<file path="src/rtl/nco_ftw_sequencer.sv">
// Tone-command sequencer: buffers (FTW, duration) commands and plays them onto NCO strobes.
// Latency: accept at end of cycle c0 -> ftw_wr_en in c0+2, phase_wr_en in c0+3..c0+2+dur.
// Backpressure: cmd_ready = !full; a pop frees a slot only from the following cycle.
//
// Ports:
//   clk, rst        single rising-edge clock, asynchronous active-low reset
//   cmd_valid/ready command handshake; cmd_ftw = tuning word, cmd_dur = phase cycles (0 = FTW only)
//   halt            synchronous abort: flush queue, return to IDLE, no done pulse
//   ftw_wr_en/ftw_out/phase_wr_en  registered NCO strobes
//   busy            FSM active or queue non-empty; done = 1-cycle pulse on natural drain
module nco_ftw_sequencer #(
    parameter int N         = 22,
    parameter int DUR_WIDTH = 16,
    parameter int DEPTH     = 4
) (
    input  logic                 clk,
    input  logic                 rst,
    input  logic                 cmd_valid,
    output logic                 cmd_ready,
    input  logic [N-1:0]         cmd_ftw,
    input  logic [DUR_WIDTH-1:0] cmd_dur,
    input  logic                 halt,
    output logic                 ftw_wr_en,
    output logic [N-1:0]         ftw_out,
    output logic                 phase_wr_en,
    output logic                 busy,
    output logic                 done
);
    localparam int AW = $clog2(DEPTH);
    localparam int CW = AW + 1;

    typedef struct packed {
        logic [N-1:0]         ftw;
        logic [DUR_WIDTH-1:0] dur;
    } cmd_t;

    typedef enum logic [1:0] {IDLE, LOAD, RUN} state_t;

    cmd_t                 mem [DEPTH];
    logic [AW-1:0]        wr_ptr, rd_ptr, wr_ptr_d, rd_ptr_d;
    logic [CW-1:0]        count, count_d;
    state_t               state, state_d;
    logic [DUR_WIDTH-1:0] cnt, cnt_d;

    logic                 full, empty, wr_en, pop, pop_nxt, drain;
    cmd_t                 head;
    logic [N-1:0]         head_ftw_d;

    assign full      = (count == CW'(DEPTH));
    assign empty     = (count == '0);
    assign cmd_ready = !full;
    assign wr_en     = cmd_valid && !full && !halt;
    assign head      = mem[rd_ptr];

    // The FSM below tracks the state visible on the outputs in the current
    // cycle. Since outputs are registers, the pop for cycle t+1 is predicted
    // from next-state values (state_d, cnt_d, count_d) and registered now.
    assign pop = (state == LOAD) ||
                 ((state == RUN) && (cnt == DUR_WIDTH'(1)) && !empty);

    always_comb begin
        wr_ptr_d = wr_ptr;
        rd_ptr_d = rd_ptr;
        count_d  = count;
        if (halt) begin
            rd_ptr_d = wr_ptr;
            count_d  = '0;
        end else begin
            if (wr_en) wr_ptr_d = wr_ptr + 1'b1;
            if (pop)   rd_ptr_d = rd_ptr + 1'b1;
            case ({wr_en, pop})
                2'b10:   count_d = count + 1'b1;
                2'b01:   count_d = count - 1'b1;
                default: count_d = count;
            endcase
        end
    end

    // Head after this edge: a write lands at rd_ptr_d only when it becomes
    // the sole entry, so bypass the incoming command in that case.
    always_comb begin
        head_ftw_d = mem[rd_ptr_d].ftw;
        if (wr_en && (wr_ptr == rd_ptr_d)) head_ftw_d = cmd_ftw;
    end

    always_comb begin
        state_d = state;
        cnt_d   = cnt;
        drain   = 1'b0;
        if (halt) begin
            state_d = IDLE;
            cnt_d   = '0;
        end else if (pop) begin
            cnt_d = head.dur;
            if (head.dur != '0) begin
                state_d = RUN;
            end else if (count_d != '0) begin
                state_d = LOAD;
            end else begin
                state_d = IDLE;
                drain   = 1'b1;
            end
        end else begin
            case (state)
                IDLE: begin
                    if (!empty) state_d = LOAD;
                end
                RUN: begin
                    cnt_d = cnt - 1'b1;
                    if (cnt == DUR_WIDTH'(1)) begin
                        state_d = IDLE;
                        drain   = 1'b1;
                    end
                end
                // LOAD always pops, so it never reaches here.
                default: state_d = IDLE;
            endcase
        end
    end

    assign pop_nxt = (state_d == LOAD) ||
                     ((state_d == RUN) && (cnt_d == DUR_WIDTH'(1)) && (count_d != '0));

    always_ff @(posedge clk or negedge rst) begin
        if (!rst) begin
            state       <= IDLE;
            cnt         <= '0;
            wr_ptr      <= '0;
            rd_ptr      <= '0;
            count       <= '0;
            ftw_wr_en   <= 1'b0;
            ftw_out     <= '0;
            phase_wr_en <= 1'b0;
            busy        <= 1'b0;
            done        <= 1'b0;
        end else begin
            state       <= state_d;
            cnt         <= cnt_d;
            wr_ptr      <= wr_ptr_d;
            rd_ptr      <= rd_ptr_d;
            count       <= count_d;
            ftw_wr_en   <= pop_nxt;
            if (pop_nxt) ftw_out <= head_ftw_d;
            phase_wr_en <= (state_d == RUN);
            busy        <= (state_d != IDLE) || (count_d != '0);
            done        <= drain;
        end
    end

    // Storage needs no reset: entries are only read once written.
    always_ff @(posedge clk) begin
        if (wr_en) mem[wr_ptr] <= '{ftw: cmd_ftw, dur: cmd_dur};
    end

endmodule

</file>
<file path="config.mk">
export PLATFORM = sky130hd
export DESIGN_NAME = nco_ftw_sequencer
export DESIGN_NICKNAME = d
export VERILOG_FILES = /design/src/rtl/nco_ftw_sequencer.sv
export SDC_FILE = /design/constraint.sdc
export NUM_CORES = 1
export LEC_CHECK = 0
export BUFFER_PORTS_ARGS = -buffer_cell sky130_fd_sc_hd__buf_2
export CAP_MARGIN = 0
export CORE_ASPECT_RATIO = 0.5
export CORE_MARGIN = 8
export CORE_UTILIZATION = 45
export CTS_CLUSTER_SIZE = 28
export DETAILED_ROUTE_END_ITERATION = 8
export HOLD_SLACK_MARGIN = 0.03
export PLACE_DENSITY = 0.71
export SETUP_SLACK_MARGIN = 0.1
export SLEW_MARGIN = 30
export SYNTH_ARGS = -nofsm -noshare
export SYNTH_HDL_FRONTEND = slang
export SYNTH_SLANG_ARGS = --single-unit
</file>
<file path="constraint.sdc">
create_clock -name clk -period 3.29 [get_ports clk]
set_input_delay 0.329 -clock clk [delete_from_list [all_inputs] [get_ports clk]]
set_output_delay 0.329 -clock clk [all_outputs]
set_load 0.01 [all_outputs]
</file>
==> impl_results.html <==
<table>
<tr><th>Metric</th><th>Value</th></tr>
<tr><th colspan="2">Yosys</th></tr>
<tr><td>Register area share after synthesis</td><td>roughly two thirds</td></tr>
<tr><td>Share of the synthesized area in the top cell type</td><td>51.4%</td></tr>
<tr><td>Dominant combinational cell family by area after synthesis</td><td>multiplexers</td></tr>
<tr><td>Mapped cell area</td><td>8890 um2</td></tr>
<tr><td>Cells after synthesis</td><td>536</td></tr>
<tr><td>Synth warnings</td><td>0</td></tr>
<tr><td>Adder-cell share of the synthesized area</td><td>about 1.2%</td></tr>
<tr><td>Number of nets produced by synthesis</td><td>586</td></tr>
<tr><td>Multiplexer share of the synthesized area</td><td>18.2%</td></tr>
<tr><td>Flip-flop and latch count after synthesis</td><td>203</td></tr>
<tr><td>Xor/xnor cell area share of the yosys netlist</td><td>roughly 2.2%</td></tr>
<tr><td>Compound-gate portion of the synthesized area</td><td>between 3 and 4%</td></tr>
<tr><td>Share of flip-flops with an asynchronous set or reset</td><td>25.1%</td></tr>
<tr><td>Post-synth EDFFs</td><td>152</td></tr>
<tr><td>Top area cells in the synthesized netlist</td><td>edfxtp_1 51%, dfrtp_1 14%, mux2i_1 7.9%, mux4_2 3.8%, mux2_4 3.2%</td></tr>
<tr><td>Top flip-flop cell by instance count after synthesis</td><td>edfxtp_1</td></tr>
<tr><td>Synth area leader</td><td>edfxtp_1</td></tr>
<tr><td>Average cell area after synthesis</td><td>16.6 um2</td></tr>
<tr><td>Number of distinct library cell variants in the gate-level netlist after synthesis</td><td>64</td></tr>
<tr><td>Simple-gate area share of the yosys netlist</td><td>6.35%</td></tr>
<tr><th colspan="2">Hold path</th></tr>
<tr><td>Hold path start</td><td>cmd_dur[3]</td></tr>
<tr><td>Worst min-delay path class</td><td>in2reg</td></tr>
<tr><th colspan="2">Detailed routing</th></tr>
<tr><td>Via total after detailed routing</td><td>4936</td></tr>
<tr><td>Drt drc</td><td>0</td></tr>
<tr><td>Violation count after the first detailed-route iteration</td><td>438</td></tr>
<tr><td>WL per Instance</td><td>between 15 and 20 um</td></tr>
<tr><td>Final WL</td><td>17500 um</td></tr>
<tr><td>Number of antenna-violating nets in the routed design</td><td>0</td></tr>
<tr><td>Number of iterations in the first detailed-routing pass</td><td>4</td></tr>
<tr><td>Drt via density</td><td>roughly 5.3</td></tr>
<tr><th colspan="2">Critical path</th></tr>
<tr><td>Chain of cells forming the critical path</td><td>inv_1 -&gt; ha_2 -&gt; nor3b_4 -&gt; and4_4 -&gt; a31oi_4 -&gt; inv_4 -&gt; ha_4 -&gt; fa_2 -&gt; xnor2_2 -&gt; nor2_1 -&gt; xnor2_1 -&gt; a31oi_2 -&gt; nand4_1 -&gt; o31a_4 -&gt; buf_12 -&gt; mux2_4</td></tr>
<tr><td>Category of the worst setup path capture point</td><td>flip-flop</td></tr>
<tr><td>Worst setup path endpoint</td><td>ftw_out[1]</td></tr>
<tr><td>CP Max Fanout</td><td>12</td></tr>
<tr><td>Maximum single-stage delay on the critical path</td><td>0.41 ns</td></tr>
<tr><td>Source of the worst register-to-register timing path</td><td>cnt[1]</td></tr>
<tr><td>Endpoint of the most critical register-to-register path</td><td>ftw_out[1]</td></tr>
<tr><td>Required time of the worst setup path</td><td>3.66 ns</td></tr>
<tr><td>Crit path launch type</td><td>flip-flop</td></tr>
<tr><td>Worst reg-to-reg path cell count</td><td>16</td></tr>
<tr><td>CP max stage cell</td><td>o31a_4</td></tr>
<tr><td>Startpoint-to-endpoint class of the critical path</td><td>reg2reg</td></tr>
<tr><td>R2r setup slk</td><td>-0.11 ns</td></tr>
<tr><td>First element of the critical path</td><td>cnt[1]</td></tr>
<tr><td>Worst EP arrival</td><td>3.77 ns</td></tr>
<tr><th colspan="2">Place</th></tr>
<tr><td>Dpl hpwl</td><td>approximately 12000 um</td></tr>
<tr><td>Port Buffer Count</td><td>68</td></tr>
<tr><td>Routability congestion estimate from global placement</td><td>0.912</td></tr>
<tr><td>Post-placement worst setup slack</td><td>-0.139 ns</td></tr>
<tr><td>Placement Cell Area</td><td>9950 um2</td></tr>
<tr><th colspan="2">Final layout</th></tr>
<tr><td>Most used cells in the layout excluding fill and tap cells</td><td>152 x edfxtp_1, 70 x mux2i_1, 68 x buf_2, 51 x dfrtp_1, 48 x buf_4</td></tr>
<tr><td>Net count reported at finish</td><td>709</td></tr>
<tr><td>Most common library cell in the layout ignoring fill and taps</td><td>edfxtp_1</td></tr>
<tr><td>Count of filler cells inserted in the layout</td><td>1540</td></tr>
<tr><td>Number of antenna cells inserted</td><td>0</td></tr>
<tr><td>Post-synthesis to final-layout area growth</td><td>19.3%</td></tr>
<tr><td>Ratio of cells with drive above 1 in the final layout</td><td>34.8%</td></tr>
<tr><td>Post-route cell area</td><td>roughly 11000 um2</td></tr>
<tr><th colspan="2">Floorplan</th></tr>
<tr><td>Vert. Die Dim</td><td>roughly 120 um</td></tr>
<tr><td>Die width</td><td>~210 um</td></tr>
<tr><td>Starting utilization of the core area</td><td>about 46%</td></tr>
<tr><td>Number of rows in the core area</td><td>36</td></tr>
<tr><td>Ports placed on the boundary</td><td>69</td></tr>
<tr><td>Area of the core</td><td>19400 um2</td></tr>
<tr><td>Overall die area</td><td>between 20000 and 25000 um2</td></tr>
<tr><th colspan="2">Timing</th></tr>
<tr><td>Worst Clk Skew</td><td>0.0118 ns</td></tr>
<tr><td>Worst-case setup margin in the final layout</td><td>-0.106 ns</td></tr>
<tr><td>Setup repair after global routing missed its margin</td><td>yes</td></tr>
<tr><td>Final number of hold-violating endpoints</td><td>0</td></tr>
<tr><td>Share of the clock period used by the worst path after layout</td><td>103%</td></tr>
<tr><td>Minimum clock period</td><td>3.40 ns</td></tr>
<tr><td>Number of max-slew violations in the final report</td><td>0</td></tr>
<tr><td>Headroom to the max-slew limit</td><td>a little under half</td></tr>
<tr><td>Count of final setup violators</td><td>22</td></tr>
<tr><td>Transition time of the tightest slew-check pin</td><td>0.787 ns</td></tr>
<tr><td>Max Freq</td><td>294 MHz</td></tr>
<tr><th colspan="2">Global routing</th></tr>
<tr><td>Total routing resource utilization after global routing</td><td>14.1%</td></tr>
<tr><td>First-pass GRT wire length</td><td>28100 um</td></tr>
<tr><td>Global-route congestion overflow total</td><td>0</td></tr>
<tr><td>Pin count of the biggest net entering global routing</td><td>33</td></tr>
<tr><td>Initial antenna violation count</td><td>2</td></tr>
<tr><td>Via count of the first global-routing pass</td><td>5134</td></tr>
<tr><th colspan="2">Clock tree</th></tr>
<tr><td>Maximum buffer depth of the clock tree</td><td>3</td></tr>
<tr><td>Clock net sink count</td><td>203</td></tr>
<tr><td>Clock-pin slew on the worst setup and hold paths</td><td>0.06 ns</td></tr>
<tr><td>Clock buffers created by TritonCTS</td><td>19</td></tr>
<tr><td>TritonCTS clock tree</td><td>built</td></tr>
<tr><td>CTS root buf</td><td>clkbuf_16</td></tr>
<tr><td>Clock latency on the worst-skew pair</td><td>0.49 ns</td></tr>
<tr><td>H-Tree Depth</td><td>1</td></tr>
<tr><th colspan="2">Power and ir drop</th></tr>
<tr><td>Cell leakage power</td><td>about 4.2 nW</td></tr>
<tr><td>Design Power</td><td>slightly below 10 mW</td></tr>
<tr><td>Worst voltage drop across the vdd grid</td><td>0.385 mV</td></tr>
<tr><td>Power per cell area</td><td>between 900 and 1000 nW/um2</td></tr>
<tr><th colspan="2">Flow run</th></tr>
<tr><td># Max-Cap Violations</td><td>0</td></tr>
<tr><th colspan="2">Run status</th></tr>
<tr><td>Failing checks</td><td>setup timing</td></tr>
<tr><td>Run status</td><td>finished with violations</td></tr>
</table>
where the power goes:
part / total [mW] / switching, mW / internal, mW
clock: 2.06 / 0.888 / 1.17
sequential: 3.47 / 0.241 / 3.23
combinational: 4.07 / 1.99 / 2.08
sequential cells by signal (all words and copies together), names as in the netlist:
name,cells
ftw_out,22
rd_ptr,2
ftw_wr_en,1
wr_ptr,2
mem,152
cnt,16
done,1
count,3
busy,1
phase_wr_en,1
state,2
synth_stat cells, drive strengths merged, types with 2 or more instances:
cell type  number
o21ai           8
buf            17
nand2          17
or3             5
a21oi           5
and2            6
xor2            6
mux2           45
edfxtp        152
nor3            7
nand3           3
clkbuf          8
nand4           4
nand2b          3
xnor2          13
mux2i          70
nor4            6
dfrtp          51
a31oi           4
or4             3
nor2           28
inv            10
a211oi         15
mux4           15
ha              7
and3            2
nor4b           3
nand3b          2
nor2b           3
how the worst min path moves through the flow:
stage / end / cells past startpoint
after global routing: mem[2][24] / 1
final: mem[1][3] / 1
after detailed placement: count[1] / 1
after CTS: mem[2][3] / 1
after floorplan: busy / 0
after global placement: phase_wr_en / 1
timing repair:
item                                    CTS  global route
setup buffers                             0             3
hold endpoints to repair                 31             0
endpoints found under the setup margin   22            23
resized for setup                         1             7
pin swaps                                 5             1
hold buffers                              1             0
per-stage QoR:
stage,setup TNS [ns],instances,util [%],hold slack (ns)
floorplan,-2.27,536,-,0.0334
global placement,-0.985,900,51.2,0.459
detailed placement,-2.73,900,51.2,0.456
CTS,-1.98,935,54.3,0.0421
global route,-3.99,938,54.6,0.0474
finish,-1.83,938,54.6,0.0598
critical path, delay by kind of cell, from the launching register on:
family,cells,cell delay [ns]
buffers and inverters,3,0.29
adders and majority gates,3,0.69
AOI/OAI and AO/OA,3,0.80
muxes,1,0.30
DFF,1,0.35
xor gates and xnor gates,2,0.25
and+or+nand+nor,4,0.59
final cells by class:
class	count	area (um2)	area share, %
clock inverters	8	70.1	0.661
repair buffers	127	902	8.51
multi-input cells	298	2900	27.4
clock buffers	26	512	4.83
well taps	266	333	3.14
inverters	10	40.0	0.378
flip-flops and latches	203	5840	55.1
cells by family (layout without fill, tap and decap cells):
logic type | after synthesis | count (layout)
flip-flops | 203 | 203
multiplexers | 130 | 130
AND/OR/NAND/NOR | 96 | 96
AO/OA/AOI/OAI | 44 | 44
buffers and inverters | 35 | 171
XOR/XNOR | 20 | 20
adder cells (fa/ha/maj) | 8 | 8
metal layers:
metal  wire (um)  track usage [%]
met4         357             3.36
met3         892             3.47
met5          23                0
met2        8410             23.9
met1        7800             18.3
Note: power is estimated with default switching activity, not from simulation.
